==> src/rtl/selten_pkg.sv <==
// rtl/selten_pkg.sv - shared SELTEN datapath widths and load/store unit state encoding
package selten_pkg;
   localparam int DATA_W            = 19;
   localparam int ADDR_W            = 19;
   localparam int MEM_DEPTH_DEFAULT = 1024;

   typedef enum logic [1:0] {
      IDLE  = 2'd0,
      WRITE = 2'd1,
      READ  = 2'd2,
      RESP  = 2'd3
   } lsu_state_e;
endpackage

==> src/rtl/load_store_unit_if.sv <==
// rtl/load_store_unit_if.sv - request/response handshake and Memory_Interface bus of the load/store unit
interface load_store_unit_if;
   import selten_pkg::*;

   logic              req_valid;
   logic              req_ready;
   logic              req_is_store;
   logic [ADDR_W-1:0] req_addr;
   logic [DATA_W-1:0] req_wdata;

   logic              resp_valid;
   logic              resp_ready;
   logic [DATA_W-1:0] resp_rdata;
   logic              resp_error;

   logic              mem_read;
   logic              mem_write;
   logic [ADDR_W-1:0] mem_address;
   logic [DATA_W-1:0] mem_write_data;
   logic [DATA_W-1:0] mem_read_data;

   modport slave (
      input  req_valid, req_is_store, req_addr, req_wdata, resp_ready, mem_read_data,
      output req_ready, resp_valid, resp_rdata, resp_error,
             mem_read, mem_write, mem_address, mem_write_data
   );

   modport master (
      output req_valid, req_is_store, req_addr, req_wdata, resp_ready, mem_read_data,
      input  req_ready, resp_valid, resp_rdata, resp_error,
             mem_read, mem_write, mem_address, mem_write_data
   );
endinterface

==> src/rtl/load_store_unit.sv <==
// rtl/load_store_unit.sv - memory-stage sequencer: one load/store at a time onto a single-ported memory
module load_store_unit
   import selten_pkg::*;
#(
   parameter int MEM_DEPTH    = MEM_DEPTH_DEFAULT,
   parameter int READ_LATENCY = 1
) (
   input  logic               clk,
   input  logic               rst_n,
   load_store_unit_if.slave   lsu,
   output logic               busy
);

   localparam logic [ADDR_W-1:0] DEPTH    = ADDR_W'(MEM_DEPTH);
   localparam logic [3:0]        CNT_LOAD = 4'(READ_LATENCY - 1);

   lsu_state_e        state_q, state_d;
   logic [ADDR_W-1:0] addr_q, addr_d;
   logic [DATA_W-1:0] wdata_q, wdata_d;
   logic [DATA_W-1:0] rdata_q, rdata_d;
   logic [3:0]        cnt_q, cnt_d;
   logic              mem_read_q, mem_read_d;
   logic              mem_write_q, mem_write_d;
   logic              resp_valid_q, resp_valid_d;
   logic              resp_error_q, resp_error_d;

   always_comb begin
      state_d      = state_q;
      addr_d       = addr_q;
      wdata_d      = wdata_q;
      rdata_d      = rdata_q;
      cnt_d        = cnt_q;
      mem_read_d   = 1'b0;
      mem_write_d  = 1'b0;
      resp_valid_d = resp_valid_q;
      resp_error_d = resp_error_q;

      unique case (state_q)
         IDLE: begin
            if (lsu.req_valid) begin
               addr_d  = lsu.req_addr;
               wdata_d = lsu.req_wdata;
               if (lsu.req_addr >= DEPTH) begin
                  state_d      = RESP;
                  resp_valid_d = 1'b1;
                  resp_error_d = 1'b1;
                  rdata_d      = '0;
               end else if (lsu.req_is_store) begin
                  state_d     = WRITE;
                  mem_write_d = 1'b1;
               end else begin
                  state_d    = READ;
                  mem_read_d = 1'b1;
                  cnt_d      = CNT_LOAD;
               end
            end
         end
         WRITE: begin
            state_d      = RESP;
            resp_valid_d = 1'b1;
            resp_error_d = 1'b0;
            rdata_d      = '0;
         end
         READ: begin
            // Data is sampled on the edge that ends the last mem_read cycle.
            if (cnt_q == 4'd0) begin
               state_d      = RESP;
               rdata_d      = lsu.mem_read_data;
               resp_valid_d = 1'b1;
               resp_error_d = 1'b0;
            end else begin
               cnt_d      = cnt_q - 4'd1;
               mem_read_d = 1'b1;
            end
         end
         RESP: begin
            if (lsu.resp_ready) begin
               state_d      = IDLE;
               resp_valid_d = 1'b0;
               resp_error_d = 1'b0;
               rdata_d      = '0;
            end
         end
         default: state_d = IDLE;
      endcase
   end

   always_ff @(posedge clk or negedge rst_n) begin
      if (!rst_n) begin
         state_q      <= IDLE;
         addr_q       <= '0;
         wdata_q      <= '0;
         rdata_q      <= '0;
         cnt_q        <= '0;
         mem_read_q   <= 1'b0;
         mem_write_q  <= 1'b0;
         resp_valid_q <= 1'b0;
         resp_error_q <= 1'b0;
      end else begin
         state_q      <= state_d;
         addr_q       <= addr_d;
         wdata_q      <= wdata_d;
         rdata_q      <= rdata_d;
         cnt_q        <= cnt_d;
         mem_read_q   <= mem_read_d;
         mem_write_q  <= mem_write_d;
         resp_valid_q <= resp_valid_d;
         resp_error_q <= resp_error_d;
      end
   end

   // The bus is zeroed whenever no strobe is active so idle cycles never leak stale values.
   assign lsu.mem_read       = mem_read_q;
   assign lsu.mem_write      = mem_write_q;
   assign lsu.mem_address    = (mem_read_q || mem_write_q) ? addr_q : '0;
   assign lsu.mem_write_data = mem_write_q ? wdata_q : '0;
   assign lsu.req_ready      = (state_q == IDLE);
   assign lsu.resp_valid     = resp_valid_q;
   assign lsu.resp_rdata     = rdata_q;
   assign lsu.resp_error     = resp_error_q;
   assign busy               = (state_q != IDLE);

endmodule

==> src/flat_wrapper.sv <==
// flat-port wrapper written by rule: the top's interface ports become plain ports
module load_store_unit_flat import selten_pkg::*;
#(
   parameter int MEM_DEPTH    = MEM_DEPTH_DEFAULT,
   parameter int READ_LATENCY = 1
)
  (clk, rst_n, busy, lsu_req_valid, lsu_req_is_store, lsu_req_addr, lsu_req_wdata, lsu_resp_ready, lsu_mem_read_data, lsu_req_ready, lsu_resp_valid, lsu_resp_rdata, lsu_resp_error, lsu_mem_read, lsu_mem_write, lsu_mem_address, lsu_mem_write_data);
  load_store_unit_if lsu_i ();
  input  logic clk;
  input  logic rst_n;
  output logic busy;
  input wire logic [$bits(lsu_i.req_valid)-1:0] lsu_req_valid;
  input wire logic [$bits(lsu_i.req_is_store)-1:0] lsu_req_is_store;
  input wire logic [$bits(lsu_i.req_addr)-1:0] lsu_req_addr;
  input wire logic [$bits(lsu_i.req_wdata)-1:0] lsu_req_wdata;
  input wire logic [$bits(lsu_i.resp_ready)-1:0] lsu_resp_ready;
  input wire logic [$bits(lsu_i.mem_read_data)-1:0] lsu_mem_read_data;
  output wire logic [$bits(lsu_i.req_ready)-1:0] lsu_req_ready;
  output wire logic [$bits(lsu_i.resp_valid)-1:0] lsu_resp_valid;
  output wire logic [$bits(lsu_i.resp_rdata)-1:0] lsu_resp_rdata;
  output wire logic [$bits(lsu_i.resp_error)-1:0] lsu_resp_error;
  output wire logic [$bits(lsu_i.mem_read)-1:0] lsu_mem_read;
  output wire logic [$bits(lsu_i.mem_write)-1:0] lsu_mem_write;
  output wire logic [$bits(lsu_i.mem_address)-1:0] lsu_mem_address;
  output wire logic [$bits(lsu_i.mem_write_data)-1:0] lsu_mem_write_data;
  assign lsu_i.req_valid = lsu_req_valid;
  assign lsu_i.req_is_store = lsu_req_is_store;
  assign lsu_i.req_addr = lsu_req_addr;
  assign lsu_i.req_wdata = lsu_req_wdata;
  assign lsu_i.resp_ready = lsu_resp_ready;
  assign lsu_i.mem_read_data = lsu_mem_read_data;
  assign lsu_req_ready = lsu_i.req_ready;
  assign lsu_resp_valid = lsu_i.resp_valid;
  assign lsu_resp_rdata = lsu_i.resp_rdata;
  assign lsu_resp_error = lsu_i.resp_error;
  assign lsu_mem_read = lsu_i.mem_read;
  assign lsu_mem_write = lsu_i.mem_write;
  assign lsu_mem_address = lsu_i.mem_address;
  assign lsu_mem_write_data = lsu_i.mem_write_data;
  load_store_unit #(.MEM_DEPTH(MEM_DEPTH), .READ_LATENCY(READ_LATENCY)) u_core (.clk(clk), .rst_n(rst_n), .lsu(lsu_i), .busy(busy));
endmodule
==> config.mk <==
export PLATFORM = sky130hd
export DESIGN_NAME = load_store_unit_flat
export DESIGN_NICKNAME = d
export VERILOG_FILES = /design/src/rtl/selten_pkg.sv /design/src/rtl/load_store_unit_if.sv /design/src/rtl/load_store_unit.sv /design/src/flat_wrapper.sv
export SDC_FILE = /design/constraint.sdc
export NUM_CORES = 1
export LEC_CHECK = 0
export BUFFER_PORTS_ARGS = -buffer_cell sky130_fd_sc_hd__buf_2
export CAP_MARGIN = 5
export CORE_MARGIN = 3
export CORE_UTILIZATION = 48
export CTS_CLUSTER_SIZE = 28
export DETAILED_ROUTE_END_ITERATION = 10
export HOLD_SLACK_MARGIN = 0.03
export PLACE_DENSITY = 0.89
export SLEW_MARGIN = 10
export SYNTH_ARGS = -nofsm -noshare
export SYNTH_HDL_FRONTEND = slang
export SYNTH_SLANG_ARGS = --single-unit
==> constraint.sdc <==
create_clock -name clk -period 2.3 [get_ports clk]
set_input_delay 0.115 -clock clk [delete_from_list [all_inputs] [get_ports clk]]
set_output_delay 0.115 -clock clk [all_outputs]
set_load 0.02 [all_outputs]
Word level (Yosys, flattened, before mapping) --
Index checks and enable logic that the tools add are counted.
Storage, ports and cells: logic and storage cells 64, bits of input ports 62, output and inout bits 63, register bits 67
Cells by class: order comparisons 1, equality and inequality tests 10, mux-type cells 34, add/subtract/negate cells 1, reductions and logical operators 9
Operators with widths (number):
- $mux W19 | 6
- $pmux W19 S4 | 1
- $ge A19 B11 Y1 const B | 1
- $mux W4 | 4
- $mux W1 | 13
- $mux W2 | 5
- $ne A2 B2 Y1 const B | 5
- $pmux W1 S4 | 2
- $pmux W2 S4 | 1
- $pmux W4 S2 | 1
- $reduce_and A5 Y1 | 1
- $eq A2 B2 Y1 const B | 2
- $logic_not A4 Y1 | 1
- $ne A2 B1 Y1 const B | 2
- $reduce_and A4 Y1 | 1
- $reduce_bool A2 Y1 | 2
- $sub A4 B1 Y4 const B | 1
- $reduce_and A3 Y1 | 1
- $eq A2 B1 Y1 const B | 1
- $logic_not A2 Y1 | 1
- $pmux W1 S2 | 1
- $reduce_and A2 Y1 | 1
- $logic_or A1 B1 Y1 | 1

Longest topological paths before layout --
Gate-level depths: netlist (run 1).
depth in word-level cells 4, depth in mapped cells 7, gate-level depth less buffers 6

Worst setup path before layout (run 1) --
OpenSTA, ideal clock, no wires.
path type reg-to-reg, start register u_core.cnt_q[0], end register u_core.rdata_q[0], in the netlist u_core.lsu.resp_rdata[0], data required time 2.176 ns, buffers on the path 1, arrival 1.875 ns, cell stages (with the launch flop) 8, library setup time 0.124 ns, path slack 0.301 ns, clock period less this slack 1.999 ns, path through dfrtp_1 inv_1 ha_1 or3b_4 a222oi_1 nand2_2 buf_6 mux2i_1
On the way: word-level cells in the longest chain between the ends 3
RTL lines:
- from (decl) | line load_store_unit.sv:21 | logic [3:0] cnt_q, cnt_d;
- from (signal assigned) | line load_store_unit.sv:104 | cnt_q <= cnt_d;
- $logic_not A4 Y1 | line load_store_unit.sv:66 | if (cnt_q == 4'd0) begin
- $ne A2 B1 Y1 (no line)
- $reduce_and A4 Y1 (no line)
- to (signal assigned) | line load_store_unit.sv:103 | rdata_q <= rdata_d;
- to (decl) | line load_store_unit.sv:20 | logic [DATA_W-1:0] rdata_q, rdata_d;
No other way between the ends. A chain may end at the register's enable or synchronous reset.

Worst setup path in the final report (run 1) --
start register u_core.cnt_q[0], end register u_core.rdata_q[16], in the netlist u_core.lsu.resp_rdata[16]
The elaborated chain is that of the path after synthesis.

==> results.md, run 1 <==
* Hold Violations, Final at 0
* Vias per std cell at 4.937
* Core region area at 6061 sq um
* Vias in the first global route at 2764
* Number of synthesized register bits at 67
* Async set-reset flop share out of synthesis at 100.0%
* Most heavily used metal layer in global routing: met2
* I/O pin count at 125
* Worst EP required at 2490 ps
* Most area-hungry cell type in the Yosys netlist: sky130_fd_sc_hd__dfrtp_1
* Biggest fanout along the worst timing path at 20
* Startpoint class of the critical path: flop
* Drt wl/cell at 15.17 um
* Syn Area/Cell at 11.58 sq um
* Worst clock skew at 7.974 ps
* Fin crit period at 2110 ps
* Crit path capture type: flop
* Reported leakage power at 2.290 nW
* Hold Crit Class: in2reg
* Synth Warn # at 0
* Primary flip-flop cell chosen by synthesis mapping: sky130_fd_sc_hd__dfrtp_1
* Final setup fails at 0
* Number of H-tree branching levels at 3
* Detailed Route Iter0 Violations at 126
* Sum of overflow across all layers after global routing at 0
* Final net count at 514
* Number of maximum-capacitance constraint violations at 0
* Worst reg2reg startpoint: u_core.cnt_q[0]
* Starting Density at 50.83%
* Fraction of final layout cells with drive strength greater than 1 at 40.93%
* Beginning of the worst hold path: lsu_mem_read_data[3]
* Synth Instances at 266
* Tightest hold margin at 48.37 ps
* Least-Margin Pin Slew at 652.3 ps
* IR Drop Worst-Case VDD at 0.8055 mV
* Clock buffer count from CTS at 9
* Final Non-Filler Cells at 527
* Total half-perimeter wirelength after legalization and detailed placement at 4940 um
* Tot GR Track Use at 22.73%
* PnR Total Power at 5.000 mW
* Cell variety after synth at 27
* Global-route met3 utilization at 4.131%
* Maximum number of pins on one net before global-route repair at 41
* Die H at 86.11 um
* Clock Pin Slew Worst Setup and Hold Paths at 70 ps
* Antenna violations before repair at 0
* Synth top area cells: sky130_fd_sc_hd__dfrtp_1 54%, sky130_fd_sc_hd__mux2_2 14%, sky130_fd_sc_hd__mux2i_1 6.5%
* Highest clock frequency the design can meet at 473.9 MHz
* Final instance area at 4498 sq um
* Clk_lat worst skew at 320 ps
* Accumulated negative setup slack at 0 ps
* Die width at 86.11 um
* Met1 GRT Util at 25.50%
* Final routed wirelength across all metal layers at 7997 um
* Period utilisation layout at 91.75%
* Arrival time at the worst endpoint at 2300 ps
* Floorplan row count at 28
* Die area at 7415 sq um
* Buffer type at the clock tree root: sky130_fd_sc_hd__clkbuf_8
* Share of the yosys chip area belonging to registers at 54.43%
* Number of placed cells counting well taps at 459
* Final slew viol count at 0
* Total via count in the routed design at 2602
* Post-Synthesis Net Count at 333
* Number of detailed-routing iterations run before antenna repair at 5
* Setup repair after global routing missed its margin: false
* Clock sink total at 67
* Crit path kind: reg2reg
* Power Density at 1112 nW/um^2
* Slew Limit Headroom at 56.51%
* Top cell type's share of synthesized area at 54.43%
* Origin of the worst setup path: u_core.cnt_q[0]
* Syn Std Cell Area at 3080 sq um
* Outcome: finished, final reports clean
* First-pass GRT wire length at 13010 um
* Cell area after placement at 3805 sq um
* Post-route DRC violation count at 0
* RD Place Congestion at 0.7579
* Count of input and output buffers at 124
* Max clock buf depth at 2
* Number of flops mapped to enable cells by yosys at 0
* Antenna-violating nets left at 0
* Antenna diode count at 0
* Clock tree from TritonCTS: yes
* Grt met2 use at 41.77%
* Area growth syn-to-layout at 46.02%
## cell usage after synthesis, drive strengths merged (3+ instances only)
cell type and count:
o31ai 3, clkbuf 10, nand2 23, nor2b 19, and2 19, nor3 5, o21ai 5, mux2i 20
dfrtp 67, nand3b 3, mux2 38, ha 5, inv 29
## per-layer routing
metal	wire [um]	vias up
met5	0	-
met4	64	0
met3	485	6
met2	4394	97
met1	3052	1255
li1	-	1244
## path summary, 6_finish.rpt
path	end	slack (ps)	depth (start not counted)
hold reg to reg	u_core.addr_q[2]	500	1
setup reg to reg	u_core.lsu.resp_rdata[16]	190	7
hold / removal	u_core.lsu.resp_rdata[3]	50	3
setup / recovery	u_core.lsu.resp_rdata[16]	190	7
min in group asynchronous	u_core.lsu.resp_rdata[18]	350	2
max in group asynchronous	u_core.addr_q[12]	1310	3
## power breakdown
group	leakage, nW	internal [mW]	switching [mW]
registers	0.831	1.67	0.235
logic	1.37	1.05	1.19
clock network	0.0905	0.448	0.402
## state kept, by name, summed over array words and instances, names as in the netlist
signal	count
u_core.lsu.mem_write	1
u_core.wdata_q	19
u_core.lsu.mem_read	1
u_core.cnt_q	4
u_core.state_q	2
u_core.lsu.resp_rdata	19
u_core.addr_q	19
u_core.lsu.resp_error	1
u_core.lsu.resp_valid	1
## layout by cell type, fill, tap and decap left out, types with 2 or more instances in the layout
cell / instances
sky130_fd_sc_hd__nand2_1: 22
sky130_fd_sc_hd__clkbuf_8: 11
sky130_fd_sc_hd__nor2b_1: 19
sky130_fd_sc_hd__and2_1: 19
sky130_fd_sc_hd__nor3_1: 5
sky130_fd_sc_hd__clkinv_2: 2
sky130_fd_sc_hd__mux2i_1: 20
sky130_fd_sc_hd__clkbuf_1: 3
sky130_fd_sc_hd__inv_1: 29
sky130_fd_sc_hd__o221ai_1: 2
sky130_fd_sc_hd__nor2_1: 2
sky130_fd_sc_hd__mux2_2: 38
sky130_fd_sc_hd__o22ai_1: 2
sky130_fd_sc_hd__buf_4: 4
sky130_fd_sc_hd__or2_2: 2
sky130_fd_sc_hd__dlygate4sd3_1: 52
sky130_fd_sc_hd__nand3_1: 2
sky130_fd_sc_hd__o21ai_0: 5
sky130_fd_sc_hd__o31ai_1: 3
sky130_fd_sc_hd__ha_1: 5
sky130_fd_sc_hd__buf_2: 124
sky130_fd_sc_hd__nand3b_1: 3
sky130_fd_sc_hd__a21oi_1: 2
sky130_fd_sc_hd__buf_12: 2
sky130_fd_sc_hd__dfrtp_1: 67
## per-stage QoR
step / worst slack (ps) / utilization, %
floorplan: 301.0 / -
global placement: 394.5 / 62.78
detailed placement: 312.1 / 62.78
CTS: 190.1 / 74.22
global route: 84.96 / 74.22
finish: 189.8 / 74.22
## area by class of cell
| type | instances | area, sq um |
|---|---|---|
| Timing Repair Buffer | 182 | 1211 |
| Tap cell | 75 | 93.84 |
| Clock buffer | 14 | 162.7 |
| Sequential cell | 67 | 1677 |
| Inverter | 29 | 108.9 |
| Multi-Input combinational cell | 158 | 1235 |
| Clock inverter | 2 | 10.01 |
| Fill cell | 420 | 1563 |
## cells by family (layout without fill, tap and decap cells)
logic type                 after synthesis  after routing  synth area share [%]
AOI/OAI and AO/OA                       17             17                 3.696
adders and majority gates                5              5                 2.031
buffers and inverters                   41            227                 5.483
DFF                                     67             67                 54.43
muxes                                   58             58                 20.39
and+or+nand+nor                         78             78                 13.97
## what timing repair did
| action | CTS | global route |
|---|---|---|
| hold buffers | 52 | 0 |
| gates resized for setup | 0 | 0 |
| setup buffers | 0 | 0 |
| hold endpoints to repair | 79 | 0 |
## critical path, stage by stage (launching register included)
cell and delay, ps:
sky130_fd_sc_hd__dfrtp_1 410, sky130_fd_sc_hd__inv_1 90, sky130_fd_sc_hd__ha_1 130, sky130_fd_sc_hd__or3b_4 380
sky130_fd_sc_hd__a222oi_1 400, sky130_fd_sc_hd__nand2_2 110, sky130_fd_sc_hd__buf_4 270, sky130_fd_sc_hd__mux2i_1 170
(Power assumes the default switching activity.)
==> run 2, diff against run 1 <==
--- a/config.mk
+++ b/config.mk
@@ -12,7 +12,9 @@
 export CTS_CLUSTER_SIZE = 28
 export DETAILED_ROUTE_END_ITERATION = 10
 export HOLD_SLACK_MARGIN = 0.03
+export MAX_ROUTING_LAYER = met4
 export PLACE_DENSITY = 0.89
+export SETUP_SLACK_MARGIN = 0.15
 export SLEW_MARGIN = 10
 export SYNTH_ARGS = -nofsm -noshare
 export SYNTH_HDL_FRONTEND = slang
==> run 2 against run 1 <==
Clock-buffer cell count did not move. Total power grew 0.74%. Worst setup slack improved by 88 ps. Final cell count up 0.19%. First-iteration DRC count down 5.6%. Routed wire length rose by 0.86%. Core utilization grew 0.19 points. Die area unchanged. Fmax up 4.3%. Highest routed layer unchanged.
==> results.md, run 2 (synthesized netlist as in run 1, its figures left out) <==
* Outcome: finished, final reports clean
* Hold Violations, Final at 0
* Worst clock skew at 7.552 ps
* Beginning of the worst hold path: lsu_mem_read_data[3]
* Hold Crit Class: in2reg
* Reported leakage power at 2.296 nW
* Utilization of the core after routing at 74.40%
* Fraction of final layout cells with drive strength greater than 1 at 41.06%
* Accumulated negative setup slack at 0 ps
* Final routed wirelength across all metal layers at 8066 um
* Final net count at 515
* Cell area after placement at 3805 sq um
* Number of maximum-capacitance constraint violations at 0
* Period utilisation layout at 87.93%
* Startpoint class of the critical path: flop
* Slowest cell on the critical path: sky130_fd_sc_hd__dfrtp_1
* Final setup fails at 0
* Total half-perimeter wirelength after legalization and detailed placement at 4940 um
* Tot GR Track Use at 23.52%
* Die width at 86.11 um
* Smallest setup slack after layout at 277.6 ps
* Antenna diode count at 0
* Worst path top cell family by delay: buffers and inverters
* First-pass GRT wire length at 13080 um
* Critical path cell sequence: inv_1, ha_1, or3b_4, a222oi_1, buf_4, nand2_2, buf_6, mux2i_1
* Sum of overflow across all layers after global routing at 0
* Top library cells by usage in the layout, fill and taps aside: 124 x sky130_fd_sc_hd__buf_2, 67 x sky130_fd_sc_hd__dfrtp_1, 52 x sky130_fd_sc_hd__dlygate4sd3_1
* Power Density at 1117 nW/um^2
* I/O pin count at 125
* Fin crit period at 2022 ps
* Clock tree from TritonCTS: yes
* Most common library cell in the layout ignoring fill and taps: sky130_fd_sc_hd__buf_2
* Buffer type at the clock tree root: sky130_fd_sc_hd__clkbuf_8
* Clock Pin Slew Worst Setup and Hold Paths at 70 ps
* Biggest fanout along the worst timing path at 20
* Clock buffer count from CTS at 9
* Vias in the first global route at 2757
* Number of detailed-routing iterations run before antenna repair at 7
* Clk_lat worst skew at 330 ps
* Tightest hold margin at 47.51 ps
* Number of fill cells at 418
* Clock sink total at 67
* Worst reg2reg startpoint: u_core.cnt_q[0]
* Crit path buf inv count at 3
* Vias per std cell at 4.907
* Antenna-violating nets left at 0
* Worst EP required at 2500 ps
* Max clock buf depth at 2
* Highest clock frequency the design can meet at 494.5 MHz
* Final slew viol count at 0
* Core region area at 6061 sq um
* Antenna violations before repair at 0
* Floorplan row count at 28
* Maximum number of pins on one net before global-route repair at 41
* Drt wl/cell at 15.28 um
* Count of input and output buffers at 124
* Final instance area at 4509 sq um
* Least-Margin Pin Slew at 653.1 ps
* Number of placed cells counting well taps at 459
* IR Drop Worst-Case VDD at 1.069 mV
* Pre-CTS setup slack at 312.1 ps
* Detailed Route Iter0 Violations at 119
* Area growth syn-to-layout at 46.38%
* Origin of the worst setup path: u_core.cnt_q[0]
* Number of H-tree branching levels at 3
* Slew Limit Headroom at 56.46%
* Die area at 7415 sq um
* Arrival time at the worst endpoint at 2220 ps
* Crit path kind: reg2reg
* Final Non-Filler Cells at 528
* Total via count in the routed design at 2591
* PnR Total Power at 5.037 mW
* Die H at 86.11 um
* Starting Density at 50.83%
* Setup repair after global routing missed its margin: false
* Peak per-stage delay on the critical path at 410 ps
* RD Place Congestion at 0.7678
* Crit path capture type: flop
* Post-route DRC violation count at 0
==> run 2: cell count changes in the layout (fill, tap and decap cells not counted), sizes merged <==
cell	delta
buf	+1
==> run 2: layer usage <==
layer | up-vias | global-route usage [%] | part of all wire, %
met5 | - | - | 0
met4 | 0 | 8.921 | 0.88
met1 | 1249 | 26.37 | 38
li1 | 1242 | - | -
met3 | 8 | 4.035 | 6.1
met2 | 92 | 41.63 | 55
==> run 2: report_power, final <==
part	switching (mW)	leakage [nW]	total, mW	internal, mW
Combinational	1.21	1.37	2.28	1.07
Clock	0.404	0.0905	0.852	0.448
Sequential	0.235	0.831	1.91	1.67
Total	1.84	2.30	5.04	3.19
==> run 2: area by class of cell <==
class	instances	area, sq um	share of cell area [%]
Sequential cell	67	1677	37.18
Multi-Input combinational cell	158	1235	27.39
Timing Repair Buffer	183	1222	27.11
Clock buffer	14	162.7	3.607
Inverter	29	108.9	2.414
Tap cell	75	93.84	2.081
Clock inverter	2	10.01	0.2220
==> run 2: what timing repair did <==
action,CTS,global route
setup endpoints to repair,0,20
buffers inserted,0,1
gates resized for setup,0,1
hold buffers,52,0
hold endpoints to repair,79,0
==> run 2: tightest hold or removal path: cells and delay by family <==
family                 cells  cell delay, ps
buffers and inverters      1             100
multiplexers               1              60
AND/OR/NAND/NOR            1              60
==> run 2: final timing paths <==
kind                                              to  slack, ps  depth (start not counted)
max reg2reg                u_core.lsu.resp_rdata[16]        280                          8
min in group asynchronous  u_core.lsu.resp_rdata[18]        350                          2
max in group asynchronous          u_core.addr_q[12]       1320                          3
max                        u_core.lsu.resp_rdata[16]        280                          8
min                         u_core.lsu.resp_rdata[3]         50                          3
min reg2reg                         u_core.addr_q[6]        500                          1
